===== config.mk =====
export PLATFORM = sky130hd
export DESIGN_NAME = mem_arbiter
export DESIGN_NICKNAME = d
export VERILOG_FILES = /design/src/rtl/mem_arb_pkg.sv /design/src/rtl/arb_rr2.sv /design/src/rtl/mem_arbiter.sv
export SDC_FILE = /design/constraint.sdc
export NUM_CORES = 1
export LEC_CHECK = 0
export ABC_AREA = 1
export CAP_MARGIN = 30
export CORE_MARGIN = 4
export CORE_UTILIZATION = 35
export CTS_CLUSTER_SIZE = 12
export DETAILED_ROUTE_END_ITERATION = 8
export PLACE_DENSITY_LB_ADDON = 0.3
export SYNTH_ARGS = -nofsm -noshare
export SYNTH_HDL_FRONTEND = slang
export SYNTH_HIERARCHICAL = 1
export SYNTH_SLANG_ARGS = --single-unit

===== constraint.sdc =====
create_clock -name CLK -period 2.52 [get_ports CLK]
set_input_delay 0.378 -clock CLK [delete_from_list [all_inputs] [get_ports CLK]]
set_output_delay 0.378 -clock CLK [all_outputs]
set_load 0.01 [all_outputs]

===== src/rtl/mem_arb_pkg.sv =====
// Shared types for the instruction/data cache memory arbiter.
package mem_arb_pkg;

  localparam int unsigned ADDR_W_DEF = 6;
  localparam int unsigned DATA_W_DEF = 32;

  // Transaction sequencer states
  typedef enum logic [1:0] {
    ST_IDLE    = 2'd0,
    ST_ISSUE   = 2'd1,
    ST_WAIT    = 2'd2,
    ST_RELEASE = 2'd3
  } state_t;

  // Grant codes, also driven out on GRANT for status/debug
  typedef enum logic [1:0] {
    GNT_NONE   = 2'b00,
    GNT_ICACHE = 2'b01,
    GNT_DCACHE = 2'b10
  } grant_t;

  // Opposite client of a grant; NONE maps to NONE
  function automatic grant_t other_client(input grant_t g);
    case (g)
      GNT_ICACHE: other_client = GNT_DCACHE;
      GNT_DCACHE: other_client = GNT_ICACHE;
      default:    other_client = GNT_NONE;
    endcase
  endfunction

endpackage


===== src/rtl/arb_rr2.sv =====
// Two-way round-robin picker: req[0] = icache, req[1] = dcache.
// On a tie the client that was not granted last time wins.
module arb_rr2
  import mem_arb_pkg::*;
(
  input  logic [1:0] req,
  input  logic [1:0] last_grant,
  output logic [1:0] winner
);

  grant_t last_g;

  // Interpret the previous grant code
  always_comb begin
    last_g = GNT_ICACHE;
    if (last_grant == GNT_DCACHE) begin
      last_g = GNT_DCACHE;
    end
  end

  // Winner selection: single requester wins, tie goes away from last grant
  always_comb begin
    winner = GNT_NONE;
    case (req)
      2'b01:   winner = GNT_ICACHE;
      2'b10:   winner = GNT_DCACHE;
      2'b11:   winner = other_client(last_g);
      default: winner = GNT_NONE;
    endcase
  end

endmodule


===== src/rtl/mem_arbiter.sv =====
// Shares one main-memory port between the icache (read-only) and the dcache
// (read/write). One memory transaction at a time, round-robin between clients.
module mem_arbiter
  import mem_arb_pkg::*;
#(
  parameter int unsigned ADDR_W = ADDR_W_DEF,
  parameter int unsigned DATA_W = DATA_W_DEF
) (
  input  logic              CLK,
  input  logic              RESET,
  input  logic              I_READ,
  input  logic [ADDR_W-1:0] I_ADDRESS,
  output logic [DATA_W-1:0] I_READDATA,
  output logic              I_BUSYWAIT,
  input  logic              D_READ,
  input  logic              D_WRITE,
  input  logic [ADDR_W-1:0] D_ADDRESS,
  input  logic [DATA_W-1:0] D_WRITEDATA,
  output logic [DATA_W-1:0] D_READDATA,
  output logic              D_BUSYWAIT,
  output logic              MEM_READ,
  output logic              MEM_WRITE,
  output logic [ADDR_W-1:0] MEM_ADDRESS,
  output logic [DATA_W-1:0] MEM_WRITEDATA,
  input  logic [DATA_W-1:0] MEM_READDATA,
  input  logic              MEM_BUSYWAIT,
  output logic [1:0]        GRANT
);

  state_t            state_q;
  state_t            state_d;
  grant_t            grant_q;
  grant_t            last_grant_q;
  logic              mem_read_q;
  logic              mem_write_q;
  logic [ADDR_W-1:0] mem_addr_q;
  logic [DATA_W-1:0] mem_wdata_q;
  logic [DATA_W-1:0] i_rdata_q;
  logic [DATA_W-1:0] d_rdata_q;

  logic              i_req_c;
  logic              d_req_c;
  logic [1:0]        winner_c;
  logic              load_c;
  logic              complete_c;
  logic              release_c;

  assign i_req_c = I_READ;
  assign d_req_c = D_READ | D_WRITE;

  arb_rr2 u_arb (
    .req        ({d_req_c, i_req_c}),
    .last_grant (last_grant_q),
    .winner     (winner_c)
  );

  // State register
  always_ff @(posedge CLK or negedge RESET) begin
    if (!RESET) begin
      state_q <= ST_IDLE;
    end else begin
      state_q <= state_d;
    end
  end

  // Next-state logic
  always_comb begin
    state_d = state_q;
    case (state_q)
      ST_IDLE: begin
        if (i_req_c || d_req_c) begin
          state_d = ST_ISSUE;
        end
      end
      // Memory raises its busy flag late, so it is not looked at here
      ST_ISSUE: state_d = ST_WAIT;
      ST_WAIT: begin
        if (!MEM_BUSYWAIT) begin
          state_d = ST_RELEASE;
        end
      end
      ST_RELEASE: state_d = ST_IDLE;
      default: state_d = ST_IDLE;
    endcase
  end

  // Per-state control strobes and client stall outputs
  always_comb begin
    load_c     = 1'b0;
    complete_c = 1'b0;
    release_c  = 1'b0;
    I_BUSYWAIT = i_req_c;
    D_BUSYWAIT = d_req_c;
    case (state_q)
      ST_IDLE:    load_c     = i_req_c | d_req_c;
      ST_WAIT:    complete_c = ~MEM_BUSYWAIT;
      ST_RELEASE: begin
        release_c = 1'b1;
        if (grant_q == GNT_ICACHE) begin
          I_BUSYWAIT = 1'b0;
        end
        if (grant_q == GNT_DCACHE) begin
          D_BUSYWAIT = 1'b0;
        end
      end
      default: ;
    endcase
  end

  // Memory port, grant and read-data registers
  always_ff @(posedge CLK or negedge RESET) begin
    if (!RESET) begin
      grant_q      <= GNT_NONE;
      last_grant_q <= GNT_ICACHE;
      mem_read_q   <= 1'b0;
      mem_write_q  <= 1'b0;
      mem_addr_q   <= '0;
      mem_wdata_q  <= '0;
      i_rdata_q    <= '0;
      d_rdata_q    <= '0;
    end else begin
      if (load_c) begin
        grant_q <= grant_t'(winner_c);
        if (winner_c == GNT_DCACHE) begin
          // Read and write together is treated as a write
          mem_read_q  <= D_READ & ~D_WRITE;
          mem_write_q <= D_WRITE;
          mem_addr_q  <= D_ADDRESS;
          mem_wdata_q <= D_WRITEDATA;
        end else begin
          mem_read_q  <= 1'b1;
          mem_write_q <= 1'b0;
          mem_addr_q  <= I_ADDRESS;
          mem_wdata_q <= '0;
        end
      end
      if (complete_c) begin
        mem_read_q   <= 1'b0;
        mem_write_q  <= 1'b0;
        last_grant_q <= grant_q;
        if (mem_read_q) begin
          if (grant_q == GNT_ICACHE) begin
            i_rdata_q <= MEM_READDATA;
          end
          if (grant_q == GNT_DCACHE) begin
            d_rdata_q <= MEM_READDATA;
          end
        end
      end
      if (release_c) begin
        grant_q <= GNT_NONE;
      end
    end
  end

  assign MEM_READ      = mem_read_q;
  assign MEM_WRITE     = mem_write_q;
  assign MEM_ADDRESS   = mem_addr_q;
  assign MEM_WRITEDATA = mem_wdata_q;
  assign I_READDATA    = i_rdata_q;
  assign D_READDATA    = d_rdata_q;
  assign GRANT         = grant_q;

endmodule

Word-level counts from Yosys, hierarchy flattened
Index checks and enable logic that the tools add are counted.
Cells by class
  shift operators: 0
  div/mod/pow operators: 0
  eq/ne operators: 14
  add/sub/neg operators: 0
  bitwise operators: 5
  $lt $le $gt $ge: 0
  multiplexer cells: 23
  multipliers: 0
  reduce and logical (&&, ||, !) cells: 7
Operator list (number)
  32-bit 2-to-1 mux: 1
  2-bit equality test (second input constant): 8
  1-bit 2-to-1 mux: 13
  2-bit 2-to-1 mux: 5
  2-bit by 1-bit equality test with 1-bit output (second input constant): 4
  2-bit one-hot mux with 4 select lines: 1
  6-bit 2-to-1 mux: 1
  2-bit one-hot mux with 3 select lines: 1
  3-bit AND reduction: 2
  2-bit != test (second input constant): 2
  2-bit one-hot mux with 2 select lines: 1
  2-bit nonzero test: 2
  2-bit logical NOT: 1
  1-bit NOT: 2
  1-bit OR: 2
  2-bit AND reduction: 1
  1-bit AND: 1
  1-bit logical OR: 1
Word-level totals
  output and inout port bits: 108
  register bits after elaboration: 110
  memory bits (writable): 0
  bits in latches: 0
  memories kept: 0
  logic and storage cells: 58
  memory bits (read-only): 0

Logic depth before layout (Yosys ltp)
  depth after elaboration: 9
  depth in mapped cells: 11

By module
The synthesis kept the hierarchy.
By module, submodules not included
  mem_arbiter: cells each 523, times used 1, area an instance 4503.1 µm², seq. area each 2753.9 µm²
  arb_rr2: cells each 10, times used 1, area an instance 38.8 µm², seq. area each 0.0 µm²

Worst setup path after synthesis
OpenSTA, ideal clock, no wires.
  kind: register to register
  start: reg last_grant_q[0]
  end: reg mem_read_q (netlist: MEM_READ)
  data arrival time: 1337 ps
  setup time: 118 ps
  clock period less this slack: 1455 ps
  setup slack: 1065 ps
  cell stages (with the launch flop): 12
  required time: 2402 ps
  path through: dfstp_2 -> inv_1 -> nand2_1 -> nand2_1 -> nand2_1 -> inv_2 -> nor2_1 -> buf_4 -> buf_4 -> nand2_1 -> nand4_1 -> nand2_1
Between the ends
  longest elaborated chain between the ends: 9
RTL lines
  start: declaration: RTL line mem_arbiter.sv:33  | grant_t last_grant_q;
  start signal: assignment: RTL line mem_arbiter.sv:140  | last_grant_q <= grant_q;
  2-bit equality test *: RTL line arb_rr2.sv:16  | if (last_grant == GNT_DCACHE) begin
  2-bit 2-to-1 mux *: RTL line arb_rr2.sv:16
  2-bit equality test or 2-bit by 1-bit equality test with 1-bit output (tied branches): RTL line mem_arb_pkg.sv:24  | case (g)
  2-bit one-hot mux with 2 select lines *: RTL line mem_arb_pkg.sv:24
  2-bit one-hot mux with 3 select lines *: RTL line arb_rr2.sv:24  | case (req)
  named net winner_c[1]: RTL line mem_arbiter.sv:43  | logic [1:0] winner_c;
  2-bit equality test *: RTL line mem_arbiter.sv:124  | if (winner_c == GNT_DCACHE) begin
  1-bit 2-to-1 mux *: RTL line mem_arbiter.sv:124
  1-bit 2-to-1 mux *: RTL line mem_arbiter.sv:122  | if (load_c) begin
  1-bit 2-to-1 mux *: RTL line mem_arbiter.sv:137  | if (complete_c) begin
  end signal: assignment: RTL line mem_arbiter.sv:126  | mem_read_q <= D_READ & ~D_WRITE;
  end: declaration: RTL line mem_arbiter.sv:34  | logic mem_read_q;
Mark *: on every way through the listed nets, which the timed path passes. The rest lies on a longest branch. The select of a mux whose other input is x is not followed.
A chain may end at the register's enable or synchronous reset.

Final worst setup path
  start: reg state_q[1]
  end: out I_BUSYWAIT
Between the ends
  longest elaborated chain between the ends: 2
RTL lines
  start: declaration: RTL line mem_arbiter.sv:30  | state_t state_q;
  start signal: assignment: RTL line mem_arbiter.sv:62  | state_q <= state_d;
  2-bit equality test: RTL line mem_arbiter.sv:94  | case (state_q)
  1-bit 2-to-1 mux: RTL line mem_arbiter.sv:94
  end: declaration: RTL line mem_arbiter.sv:14  | output logic I_BUSYWAIT,
Every way passes these cells.

==> flow_summary.json <==
{
  "whs_path_depth": 2,
  "grt_max_degree": 69,
  "synth_seq_cells": 110,
  "grt_pass1_vias": 4134,
  "power_density_nw_per_um2": 1190,
  "end_kind": "output pin",
  "diodes": 0,
  "post_cts_resized": 0,
  "cp.depth": 5,
  "path_clk_slew_ns": 0.07,
  "drcViolationCount": 0,
  "finalCritPeriodShare": 0.869,
  "slowest_stage": "clkdlybuf4s50_1",
  "cp-start-kind": "register",
  "io_buffers": 189,
  "initial_utilization": 0.358,
  "clock_path_buffers": 2,
  "maxSlewViolCount": 0,
  "synth-warning-count": 6,
  "dieArea_um2": 14900,
  "fin_tns_setup_ns": 0,
  "drt_iter0_drc": 255,
  "die_w_um": 122,
  "outcome": "completed",
  "syn-num-nets": 618,
  "path_buf_inv": 3,
  "numClockSinks": 110,
  "p_sw_w": 0.00285,
  "maxCapViolations": 0,
  "p_clk_frac": 0.177,
  "critical-path-max-stage-delay_ns": 0.52,
  "gp_congestion": 0.807,
  "grtUsageTotal": 0.174,
  "ios": 190,
  "gr-total-overflow": 0,
  "crit_required_ns": 2.14,
  "hold_viol": 0,
  "grt_antenna_before_repair": 0,
  "seqPwrFrac": 0.374,
  "skew_ns": 0.00505,
  "met1_length_mm": 5.28,
  "worst_hold_slack_ns": 0.476,
  "drive_gt1_frac": 0.0552,
  "multi_input_area_um2": 1550,
  "path_cells": "ha_1 > inv_1 > o21ai_0 > inv_1 > clkdlybuf4s50_1",
  "place_hpwl_mm": 9.21,
  "tightest_slew_ns": 0.423,
  "root_buffer": "clkbuf_16",
  "worstSetupPathType": "register to output pin",
  "ff2ff_path_depth": 9,
  "tritoncts": "yes",
  "dr_wl_met3_mm": 1.33,
  "nNetsFinal": 805,
  "r2r_slack_ns": 0.78,
  "ant_nets": 0,
  "critPathArrivalTime_ns": 1.81,
  "power_w": 0.00820,
  "p_comb_frac": 0.449,
  "synth_area_um2": 4540,
  "wl_met2_mm": 5.80,
  "avgSynthCellArea_um2": 8.52,
  "min_to": "I_READDATA[5]$_DFFE_PN0P_",
  "crit_family": "buffers and inverters",
  "fmax_ghz": 0.457,
  "netSwitchingFraction": 0.348,
  "row_count": 41,
  "firstDrtPassIters": 4,
  "relSlewSlack": 0.718,
  "design.core.area_um2": 12700,
  "rsz0062_at_grt": "no",
  "viasPerCell": 4.52,
  "r2r_start": "state_q[0]$_DFFE_PN0P_",
  "hold_class": "register to register",
  "setup_viol": 0,
  "synthTopCellsByArea": "dfrtp_1 60%, nand2_1 26%, o21ai_1 2.8%",
  "synth_cell_types": 19,
  "cts_setup_buffers": 0,
  "synth-seq-area-share": 0.606,
  "power.internal_w": 0.00535,
  "yosysTopAreaCell": "dfrtp_1",
  "insertion_delay_ns": 0.35,
  "cts-htree-levels": 3,
  "wirelength_mm": 12.6,
  "synth_top_area_share": 0.601,
  "syn_inst": 533,
  "cts-buffers-inserted": 9,
  "grt_pass1_wl_mm": 20.4,
  "die-height_um": 122,
  "leakagePower_nw": 3.40,
  "reg2reg_to": "D_READDATA[18]$_DFFE_PN0P_",
  "nFillCells": 1151,
  "layout_common_cells": "314 x nand2_1, 188 x clkdlybuf4s50_1, 109 x dfrtp_1",
  "min_from": "I_READDATA[5]$_DFFE_PN0P_",
  "vias": 4056,
  "final_common_cell": "nand2_1",
  "ir_drop_uv": 533,
  "cp_common_cell": "inv_1",
  "fin_crit_ns": 2.19,
  "wl_per_cell_um": 14.1,
  "ff_latch_area_um2": 2750,
  "crit_fanout": 6,
  "area_growth_pct": 52.1,
  "dr.max_layer_used": "met4"
}
==> cells in the mapped netlist (all sizes together) <==
cell      n
nand4     4
nor2      8
dfstp     1
o21ai    36
dfrtp   109
ha        3
inv      20
nand3    10
clkbuf    1
or2       1
nand2   317
buf      23
==> final cells by class <==
cell class | count | share of cell area
flip-flops and latches | 110 | 0.399
well taps | 172 | 0.0312
clock buffers | 13 | 0.0377
multi-input cells | 379 | 0.224
repair buffers | 200 | 0.291
inverters | 20 | 0.0109
clock inverters | 3 | 0.00616
==> metrics by stage <==
step	setup slack [ns]	util	cells	area, µm²
after floorplan	1.06	-	533	4540
after global placement	0.445	0.520	880	6600
after detailed placement	0.394	0.520	880	6600
after CTS	0.316	0.545	897	6910
after global routing	0.244	0.545	897	6910
final	0.330	0.545	897	6910
==> worst min-delay path, delay by kind of cell, from the launching register on <==
family	cells	cell delay [ns]
AND/OR/NAND/NOR	2	0.10
flip-flops	1	0.34
==> cells by family after synthesis <==
family,after synthesis,synth area share
compound gates,36,0.0397
fa+ha+maj,3,0.00827
buf+inv,44,0.0532
flops,110,0.606
simple gates,340,0.293
==> power by group through the flow <==
stage               clock network (W)  logic, W  registers (W)
floorplan                           0   0.00130        0.00340
global route                  0.00155   0.00407        0.00318
CTS                           0.00148   0.00375        0.00307
global placement                    0   0.00364        0.00306
finish                        0.00145   0.00368        0.00307
detailed placement                  0   0.00373        0.00308
==> sequential cells by signal (all words and copies together) (netlist names) <==
signal	cells
state_q	2
MEM_ADDRESS	6
I_READDATA	32
last_grant_q	2
MEM_READ	1
MEM_WRITEDATA	32
MEM_WRITE	1
D_READDATA	32
GRANT	2
==> worst max-delay path by stage <==
stage,startpoint,endpoint,slack (ns)
detailed placement,D_READ,MEM_WRITEDATA[13]$_DFFE_PN0P_,0.39
CTS,state_q[1]$_DFFE_PN0P_,D_BUSYWAIT,0.32
floorplan,last_grant_q[0]$_DFFE_PN1N_,MEM_READ$_DFFE_PN0P_,1.06
finish,state_q[1]$_DFFE_PN0P_,I_BUSYWAIT,0.33
global placement,D_WRITE,D_BUSYWAIT,0.45
global route,state_q[1]$_DFFE_PN0P_,I_BUSYWAIT,0.24
==> routing by layer <==
| layer | vias to the layer above | track usage |
|---|---|---|
| met1 | 1885 | 0.218 |
| met2 | 156 | 0.280 |
| met4 | 0 | 0.0630 |
| met5 | - | 0 |
| met3 | 13 | 0.0604 |
| li1 | 2002 | - |
==> repair_timing <==
| item | in CTS | in global routing |
|---|---|---|
| hold buffers | 1 | 0 |
| endpoints found under the hold margin | 29 | 0 |
| endpoints found under the setup margin | 0 | 0 |
(Power assumes the default switching activity.)
